File: config.mk
export PLATFORM = sky130hd
export DESIGN_NAME = issue_pair_aligner
export DESIGN_NICKNAME = d
export VERILOG_FILES = /design/src/rtl/issue_pkg.sv /design/src/rtl/iq_storage.sv /design/src/rtl/issue_pair_aligner.sv
export SDC_FILE = /design/constraint.sdc
export NUM_CORES = 1
export LEC_CHECK = 0
export BUFFER_PORTS_ARGS = -buffer_cell sky130_fd_sc_hd__buf_4
export CAP_MARGIN = 20
export CORE_MARGIN = 3
export CORE_UTILIZATION = 64
export DETAILED_ROUTE_END_ITERATION = 6
export PLACE_DENSITY = 0.87
export SETUP_SLACK_MARGIN = 0.3
export SLEW_MARGIN = 20
export SYNTH_ARGS = -nofsm -noshare
export SYNTH_HDL_FRONTEND = slang
export SYNTH_SLANG_ARGS = --single-unit
export TNS_END_PERCENT = 1
File: constraint.sdc
create_clock -name clk -period 9.4 [get_ports clk]
set_clock_uncertainty 0.1 [all_clocks]
set_input_delay 0.47 -clock clk [delete_from_list [all_inputs] [get_ports clk]]
set_output_delay 0.47 -clock clk [all_outputs]
set_load 0.03 [all_outputs]
File: src/rtl/issue_pkg.sv
// Shared fetch/decode definitions: queue entry type, NOP and branch opcodes.
// Used by the issue pair aligner and the decode dependency checker.
package issue_pkg;

    localparam int IQ_DATA_W = 32;
    localparam int IQ_PC_W   = 32;

    typedef struct packed {
        logic [IQ_DATA_W-1:0] inst;
        logic [IQ_PC_W-1:0]   pc;
    } iq_entry_t;

    localparam logic [IQ_DATA_W-1:0] NOP_INST = 32'h0;

    localparam logic [5:0] OP_BEQ = 6'b000100;
    localparam logic [5:0] OP_BNE = 6'b000101;

endpackage

File: src/rtl/iq_storage.sv
// Instruction queue register file: two write ports at tail/tail+1,
// two read ports at head/head+1; pointer control lives in the parent.
module iq_storage
    import issue_pkg::*;
#(
    parameter int DEPTH = 4
) (
    input  logic                     clk,
    input  logic                     rst_n,
    input  logic                     we0,
    input  logic [$clog2(DEPTH)-1:0] waddr0,
    input  iq_entry_t                wdata0,
    input  logic                     we1,
    input  logic [$clog2(DEPTH)-1:0] waddr1,
    input  iq_entry_t                wdata1,
    input  logic [$clog2(DEPTH)-1:0] raddr0,
    output iq_entry_t                rdata0,
    input  logic [$clog2(DEPTH)-1:0] raddr1,
    output iq_entry_t                rdata1
);

    iq_entry_t mem_q [DEPTH];

    // Entry writes; the two ports always target distinct slots
    always_ff @(posedge clk or negedge rst_n) begin
        if (!rst_n) begin
            for (int i = 0; i < DEPTH; i++) begin
                mem_q[i] <= '0;
            end
        end else begin
            if (we0) mem_q[waddr0] <= wdata0;
            if (we1) mem_q[waddr1] <= wdata1;
        end
    end

    assign rdata0 = mem_q[raddr0];
    assign rdata1 = mem_q[raddr1];

endmodule

File: src/rtl/issue_pair_aligner.sv
// Fetch queue presenting the two oldest words as a decode issue pair.
// Optional perf counters enabled by defining ISSUE_PERF_CNT_EN.
module issue_pair_aligner
    import issue_pkg::*;
#(
    parameter int DEPTH  = 4,
    parameter int DATA_W = IQ_DATA_W,
    parameter int PC_W   = IQ_PC_W
) (
    input  logic              clk,
    input  logic              rst_n,
    input  logic [1:0]        fetch_valid,
    input  logic [DATA_W-1:0] fetch_inst0,
    input  logic [DATA_W-1:0] fetch_inst1,
    input  logic [PC_W-1:0]   fetch_pc,
    output logic              fetch_ready,
    output logic [DATA_W-1:0] inst1_D,
    output logic [DATA_W-1:0] inst2_D,
    output logic [PC_W-1:0]   pc1_D,
    output logic [PC_W-1:0]   pc2_D,
    output logic              valid1_D,
    output logic              valid2_D,
`ifdef ISSUE_PERF_CNT_EN
    output logic [31:0]       perf_dual,
    output logic [31:0]       perf_single,
    output logic [31:0]       perf_empty,
`endif
    input  logic              dec_stall,
    input  logic              pair_stall,
    input  logic              flush_inst2,
    input  logic              redirect
);

    localparam int PTR_W = $clog2(DEPTH);
    localparam int CNT_W = PTR_W + 1;

    logic [PTR_W-1:0] head_q;
    logic [PTR_W-1:0] tail_q;
    logic [CNT_W-1:0] count_q;

    logic [CNT_W-1:0] pop_n;
    logic [CNT_W-1:0] push_n;
    logic             push_ok;
    logic             clear;
    logic             take_flush;

    iq_entry_t wdata0;
    iq_entry_t wdata1;
    iq_entry_t rdata0;
    iq_entry_t rdata1;

    logic [PC_W-1:0] pc_next;

    assign valid1_D    = (count_q != '0);
    assign valid2_D    = (count_q >= CNT_W'(2));
    assign fetch_ready = ((CNT_W'(DEPTH) - count_q) >= CNT_W'(2));
    assign take_flush  = flush_inst2 && valid1_D;
    assign pc_next     = fetch_pc + PC_W'(1);

    // Pop selection: redirect > stall > branch squash > pair hazard > normal
    always_comb begin
        pop_n   = '0;
        push_ok = 1'b0;
        clear   = 1'b0;
        priority case (1'b1)
            redirect: begin
                clear = 1'b1;
            end
            dec_stall: begin
                push_ok = 1'b1;
            end
            take_flush: begin
                clear = 1'b1;
                pop_n = CNT_W'(1);
            end
            pair_stall: begin
                push_ok = 1'b1;
                pop_n   = CNT_W'(valid1_D);
            end
            default: begin
                push_ok = 1'b1;
                pop_n   = CNT_W'(valid1_D) + CNT_W'(valid2_D);
            end
        endcase
    end

    // Compact valid fetch words onto the tail in program order
    always_comb begin
        push_n = '0;
        wdata0 = '{inst: fetch_inst0, pc: fetch_pc};
        wdata1 = '{inst: fetch_inst1, pc: pc_next};
        if (!fetch_valid[0]) begin
            wdata0 = '{inst: fetch_inst1, pc: pc_next};
        end
        if (push_ok && fetch_ready && (fetch_valid != 2'b00)) begin
            push_n = (fetch_valid == 2'b11) ? CNT_W'(2) : CNT_W'(1);
        end
    end

    iq_storage #(
        .DEPTH (DEPTH)
    ) u_storage (
        .clk    (clk),
        .rst_n  (rst_n),
        .we0    (push_n != '0),
        .waddr0 (tail_q),
        .wdata0 (wdata0),
        .we1    (push_n == CNT_W'(2)),
        .waddr1 (tail_q + PTR_W'(1)),
        .wdata1 (wdata1),
        .raddr0 (head_q),
        .rdata0 (rdata0),
        .raddr1 (head_q + PTR_W'(1)),
        .rdata1 (rdata1)
    );

    // Head/tail/count bookkeeping; a clear drops everything queued
    always_ff @(posedge clk or negedge rst_n) begin
        if (!rst_n) begin
            head_q  <= '0;
            tail_q  <= '0;
            count_q <= '0;
        end else if (clear) begin
            head_q  <= tail_q;
            count_q <= '0;
        end else begin
            head_q  <= head_q + pop_n[PTR_W-1:0];
            tail_q  <= tail_q + push_n[PTR_W-1:0];
            count_q <= count_q + push_n - pop_n;
        end
    end

    assign inst1_D = valid1_D ? rdata0.inst : NOP_INST;
    assign inst2_D = valid2_D ? rdata1.inst : NOP_INST;
    assign pc1_D   = valid1_D ? rdata0.pc : '0;
    assign pc2_D   = valid2_D ? rdata1.pc : '0;

`ifdef ISSUE_PERF_CNT_EN
    // Saturating issue-width counters, frozen while decode is stalled
    always_ff @(posedge clk or negedge rst_n) begin
        if (!rst_n) begin
            perf_dual   <= '0;
            perf_single <= '0;
            perf_empty  <= '0;
        end else if (!(dec_stall || redirect)) begin
            if (pop_n == CNT_W'(2) && perf_dual != '1) begin
                perf_dual <= perf_dual + 32'd1;
            end
            if (pop_n == CNT_W'(1) && perf_single != '1) begin
                perf_single <= perf_single + 32'd1;
            end
            if (count_q == '0 && perf_empty != '1) begin
                perf_empty <= perf_empty + 32'd1;
            end
        end
    end
`endif

endmodule

==> results of run 1 <==
==> flip-flops by register name, indices dropped and copies added, names as in the netlist <==
signal           flops
count_q              3
u_storage.mem_q    256
head_q               2
tail_q               2
==> worst max-delay path, cell delays in order (launching register included) <==
cell and delay, ns:
dfrtp_4 0.96, buf_4 0.89, mux4_2 0.41, and2_1 0.23, buf_4 0.19
==> power breakdown <==
part	switching (µW)	internal [µW]
registers	624	1730
clock network	483	715
logic	2880	2250
==> cells by family after synthesis <==
group	count (synthesis)	share of synthesized area
adder cells (fa/ha/maj)	10	0.007949
multiplexers	128	0.1665
AO/OA/AOI/OAI	463	0.1662
flip-flops	263	0.3801
XOR/XNOR	17	0.008599
AND/OR/NAND/NOR	790	0.2230
buffers and inverters	206	0.04762
==> routing by layer <==
metal,GRT usage,share of wire,wire [µm],vias to the layer above
met5,0,0,0,-
met4,0.2219,0.059,3586,0
met3,0.09036,0.15,9361,415
met2,0.6363,0.45,27430,1847
met1,0.5465,0.33,20240,8277
li1,-,-,-,7117
==> per-stage QoR <==
step                setup slack, ns  cells  hold slack (ns)  area (µm²)  utilization
floorplan                     5.643   1877          0.07441       17310            -
global placement              6.068   2301           0.4374       19090       0.7245
detailed placement            5.957   2302           0.4460       19110       0.7251
CTS                           5.379   2357          0.05233       20120       0.7635
global route                  5.398   2357          0.06478       20120       0.7636
finish                        5.548   2357          0.04615       20120       0.7636
==> how the worst max path moves through the flow <==
stage / startpoint / end / cells after the start
floorplan: count_q[1]$_DFF_PN0_ / count_q[2]$_DFF_PN0_ / 13
global placement: head_q[0]$_DFF_PN0_ / inst2_D[4] / 4
detailed placement: count_q[0]$_DFF_PN0_ / count_q[2]$_DFF_PN0_ / 13
CTS: head_q[0]$_DFF_PN0_ / inst2_D[30] / 4
global route: head_q[0]$_DFF_PN0_ / pc1_D[2] / 4
finish: head_q[1]$_DFF_PN0_ / pc1_D[2] / 4
==> placed cells by master (no fill, tap or decap), types with 4 or more instances in the layout <==
cell type,netlist,layout
nor3_1,17,17
a21o_1,11,11
clkbuf_16,0,29
clkbuf_8,0,12
o21ai_0,112,112
nand2_1,325,325
a22oi_1,47,47
and3_1,16,16
nand3_1,52,48
mux4_2,128,128
inv_1,29,28
nand2b_1,45,44
a31oi_1,100,100
xor2_1,7,7
nor3b_1,7,5
o311ai_0,7,7
clkbuf_1,140,6
a211oi_1,5,5
o211ai_1,5,5
nor2_1,130,127
dfrtp_1,263,261
and2_1,133,133
clkinv_2,0,4
nor4_1,4,4
ha_1,7,7
a21oi_1,65,65
nand3b_1,8,8
nand4_1,18,18
buf_4,1,264
xnor2_1,10,10
nor3b_2,2,4
or3_1,5,4
nor3_2,5,5
o22ai_1,73,73
a32oi_1,24,24
==> layout make-up <==
class / count / share of cell area
multi-input cells: 1408 / 0.4955
flip-flops and latches: 263 / 0.3274
repair buffers: 268 / 0.1010
clock buffers: 47 / 0.04539
well taps: 335 / 0.02083
inverters: 29 / 0.005409
clock inverters: 7 / 0.004414
==> impl_metrics.ini, run 1 <==
[power]
leakagePower_uw = 0.008374
finalPower_uw = 8674
power_density_nw_per_um2 = 431.0
ir_drop_uv = 288.1

[min_path]
min_from = fetch_inst1[7]
hold_path_class = in2reg
hold_depth = 3
min_to = u_storage.mem_q[231]$_DFF_PN0_

[cells_and_area]
drive_gt1_frac = 0.2364
syn_to_final_growth_pct = 16.23
seq_area_um2 = 6589
multi_input_area_um2 = 9972
fill_cells = 1742
diodes = 0
nets = 2112

[flow_run]
drv_cap = 0

[die]
die-height_um = 170.5
coreArea_um2 = 26350
ios = 235
placementRows = 59
start_util = 0.6570
die_w_um = 170.5
dieArea_um2 = 29060

[worst_setup_path]
rr_worst_depth = 10
crit_fanout = 69
end_kind = primary output
critPathKind = reg2out
rr_startpoint = count_q[1]$_DFF_PN0_
cp-start-kind = register
critPathRequiredTime_ns = 8.83
r2r_slack_ns = 5.83
r2r_end = u_storage.mem_q[51]$_DFF_PN0_
critPathArrivalTime_ns = 3.28

[sta]
hold_viol = 0
period_share = 0.4098
setup_tns_ns = 0
setup_violations = 0
rsz0062_at_grt = false
max_freq_ghz = 0.2596
worstMarginPinSlew_ns = 1.225
report.final.slew_viol_count = 0
maxSlewHeadroom = 0.1772
period_minus_slack_ns = 3.852

[synth]
yosysTopAreaCellShare = 0.3801
synthTopCellsByCount = nand2_1 (325), dfrtp_1 (263), clkbuf_1 (140)
ys_seq_area_frac = 0.3801
syn_area_um2 = 17310
ys.flop_type = dfrtp_1
synth_enable_flop_cells = 0
yosysTopAreaCell = dfrtp_1
async_flop_share = 1.000
yosysUniqueCellTypes = 60
synth_area_per_cell_um2 = 9.224
synth.yosys.warnings = 0
syn-num-nets = 1990
yosysMostFrequentCell = nand2_1
synthCells = 1877
ys_seq_elements = 263
synthTopCellsByArea = dfrtp_1 (38%), mux4_2 (17%), nand2_1 (7.0%)

[routing]
via_per_inst = 7.491
drc = 12
drt_iter0_markers = 3359
wl_um = 60610
post_drt_wl_per_cell_um = 25.72
via_count = 17656
drtAntennaViolNets = 0
dr.pass1.iters = 7

[cts]
cts.clk_slew.worst_paths_ns = 0.06
clock-sinks = 263
cts-resized-gates = 0
cts.htree.levels = 1
numCtsBuffers = 29
tritoncts = done
cts_buffer_depth = 3
clock_latency_ns = 0.55
post_cts_buffers = 0
hold_buffers = 1
cts-root-buf = clkbuf_16

[placed_design]
gp_congestion = 0.9353
io_buffers = 234
hpwl_um = 35890

[global_routing]
grt_overflow_total = 0
antenna_found_initial = 0
grt_pass1_wl_um = 94190
gr-usage-all-layers = 0.4105
grt_pass1_vias = 17412
grt_max_degree = 114

[run_status]
violations = DRC
status = finished, violations left
Note: power is estimated with default switching activity, not from simulation.
==> run 2: changes to the inputs <==
--- a/config.mk
+++ b/config.mk
@@ -8,9 +8,9 @@
 export BUFFER_PORTS_ARGS = -buffer_cell sky130_fd_sc_hd__buf_4
 export CAP_MARGIN = 20
 export CORE_MARGIN = 3
-export CORE_UTILIZATION = 64
+export CORE_UTILIZATION = 53
 export DETAILED_ROUTE_END_ITERATION = 6
-export PLACE_DENSITY = 0.87
+export PLACE_DENSITY = 0.77
 export SETUP_SLACK_MARGIN = 0.3
 export SLEW_MARGIN = 20
 export SYNTH_ARGS = -nofsm -noshare
==> constraint.sdc (replaced) <==
create_clock -name clk -period 3.3 [get_ports clk]
set_clock_uncertainty 0.1 [all_clocks]
set_input_delay 0.165 -clock clk [delete_from_list [all_inputs] [get_ports clk]]
set_output_delay 0.165 -clock clk [all_outputs]
set_load 0.03 [all_outputs]
==> run 2 against run 1 <==
Against the previous run: the flow now finishes without violations; hold slack lost 0.0068 ns; first-iteration DRC count decreased by 28%; count of clock-buffer cells in the layout down 6; global-route usage shrank 6.0 points; combinational power increased to 3.0 times the previous value; via count rose by 1.1%; wire length rose by 4.9%; sequential share of layout area down 2.7 points; critical path depth grew 8; register-to-register slack worse by 5.5 ns; final area increased by 9.1%; cell count up 11%; largest cell class unchanged.
==> impl_metrics.ini, run 2 (synthesis gave the netlist of run 1 again) <==
[cells_and_area]
regMostFlops = u_storage.mem_q
fill_cells = 2358
nets = 2260
largest_reg_flops = 256
reg_top3 = u_storage.mem_q: 256 flops, count_q: 3 flops
final_common_cell = nand2_1
drive_gt1_frac = 0.2492
layout_common_cells = nand2_1 (325), buf_4 (301), dfrtp_1 (261)
syn_to_final_growth_pct = 26.75

[min_path]
hold_depth = 4
hold_path_class = in2reg

[sta]
max_freq_ghz = 0.3318
period_minus_slack_ns = 3.014
setup_violations = 0
period_share = 0.9133
report.final.slew_viol_count = 0
setup_tns_ns = 0
worstMarginPinSlew_ns = 0.9572
fin_ws_ns = 0.2862
maxSlewHeadroom = 0.3560
rsz0062_at_grt = true
hold_viol = 0

[routing]
via_count = 17853
drc = 0
dr.pass1.iters = 6
post_drt_wl_per_cell_um = 24.38
drtAntennaViolNets = 0
wl_um = 63570
drt_iter0_markers = 2422
via_per_inst = 6.848

[worst_setup_path]
crit_fanout = 4
critPathBufInv = 2
cp-start-kind = register
critPathMaxStageDelay_ns = 0.47
end_kind = register
cp_num_cells = 12
critPathRequiredTime_ns = 3.65
critPathTopFamily = adder cells
critPathKind = reg2reg
rr_worst_depth = 12
worstPathCellList = inv_2, ha_4, ha_4, inv_4, ha_4, or4b_4, a21oi_4, fa_1, fa_2, xnor2_2, xnor2_1, nor2_1
cp_slowest_cell = fa_1
critPathArrivalTime_ns = 3.36
cp_common_cell = ha_4

[cts]
cts.clk_slew.worst_paths_ns = 0.06
cts.htree.levels = 1
tritoncts = done
cts_buffer_depth = 3
numCtsBuffers = 30
cts-root-buf = clkbuf_16
clock_latency_ns = 0.57
clock-sinks = 263

[die]
die_w_um = 186.7
coreArea_um2 = 31880
dieArea_um2 = 34870
placementRows = 65
die-height_um = 186.7
start_util = 0.5431
ios = 235

[placed_design]
hpwl_um = 38520
dpl_worst_slack_ns = 0.2139
gp_congestion = 0.9099
io_buffers = 234

[global_routing]
grt_max_degree = 75
grt_pass1_wl_um = 99060
grt_pass1_vias = 18070
grt_overflow_total = 0
gr-usage-all-layers = 0.3506
antenna_found_initial = 0

[power]
ir_drop_uv = 993.0
leakagePower_uw = 0.009125
power_density_nw_per_um2 = 1175

[flow_run]
drv_cap = 0

[run_status]
status = completed
==> run 2: changes by cell type in the layout (fill, tap and decap cells not counted), moves of 3 or more <==
| cell | previous run | this run |
|---|---|---|
| clkbuf_8 | 12 | 6 |
| buf_4 | 264 | 301 |
| bufinv_16 | 2 | 8 |
| dlygate4sd3_1 | 1 | 101 |
| ha_4 | 0 | 3 |
| buf_12 | 0 | 9 |
| clkinvlp_4 | 0 | 3 |
| ha_1 | 7 | 3 |
==> run 2: cell type report <==
type	count	area, µm²	share of cell area
inverters	29	111.4	0.005074
repair buffers	413	3477	0.1584
clock inverters	15	282.8	0.01288
well taps	435	544.3	0.02480
clock buffers	41	873.3	0.03979
flip-flops and latches	263	6589	0.3002
diodes	1	2.502	0.0001140
multi-input cells	1410	10070	0.4587
==> run 2: where the power goes <==
group / internal [µW] / switching, µW / leakage (µW) / total (µW)
logic: 6830 / 8570 / 0.00544 / 15400
clock network: 2470 / 1460 / 0.000559 / 3930
registers: 4930 / 1540 / 0.00313 / 6460
total: 14200 / 11600 / 0.00912 / 25800
==> run 2: path summary, 6_finish.rpt <==
kind,start,end,slack [ns]
max,count_q[1]$_DFF_PN0_,count_q[2]$_DFF_PN0_,0.29
min,flush_inst2,tail_q[0]$_DFFE_PN0N_,0.04
min reg2reg,u_storage.mem_q[105]$_DFF_PN0_,u_storage.mem_q[105]$_DFF_PN0_,0.46
min in group asynchronous,rst_n,u_storage.mem_q[248]$_DFF_PN0_,0.08
max reg2reg,count_q[1]$_DFF_PN0_,count_q[2]$_DFF_PN0_,0.29
max in group asynchronous,rst_n,u_storage.mem_q[224]$_DFF_PN0_,2.16
==> run 2: timing repair <==
action	CTS	global route
buffers inserted	3	8
gates cloned	0	2
pin swaps	3	9
gates resized for setup	3	3
endpoints found under the hold margin	320	0
endpoints found under the setup margin	28	59
hold buffers	101	0
==> run 2: metal layers <==
layer / track usage / vias to the layer above / wire length (µm)
li1: - / 7424 / -
met1: 0.4512 / 8589 / 22560
met2: 0.5663 / 1550 / 29820
met3: 0.08698 / 290 / 8376
met4: 0.1570 / 0 / 2808
met5: 0 / - / 0
==> run 2: worst register-to-register path, cell delays in order, from the launching register on <==
cell,delay [ns]
dfrtp_1,0.39
inv_2,0.07
ha_4,0.16
ha_4,0.18
inv_4,0.06
ha_4,0.11
or4b_4,0.46
a21oi_4,0.14
fa_1,0.47
fa_2,0.42
xnor2_2,0.14
xnor2_1,0.14
nor2_1,0.05
==> run 2: through the flow <==
| step | area [µm²] | cells | hold WS, ns | util | power, µW |
|---|---|---|---|---|---|
| after floorplan | 17420 | 1877 | -0.2306 | - | 16330 |
| after global placement | 19660 | 2436 | 0.08780 | 0.6166 | 20780 |
| after detailed placement | 19660 | 2436 | 0.08941 | 0.6166 | 21270 |
| after CTS | 21860 | 2596 | 0.04082 | 0.6858 | 25410 |
| after global routing | 21940 | 2606 | 0.06848 | 0.6883 | 27020 |
| final | 21950 | 2607 | 0.03937 | 0.6884 | 25790 |
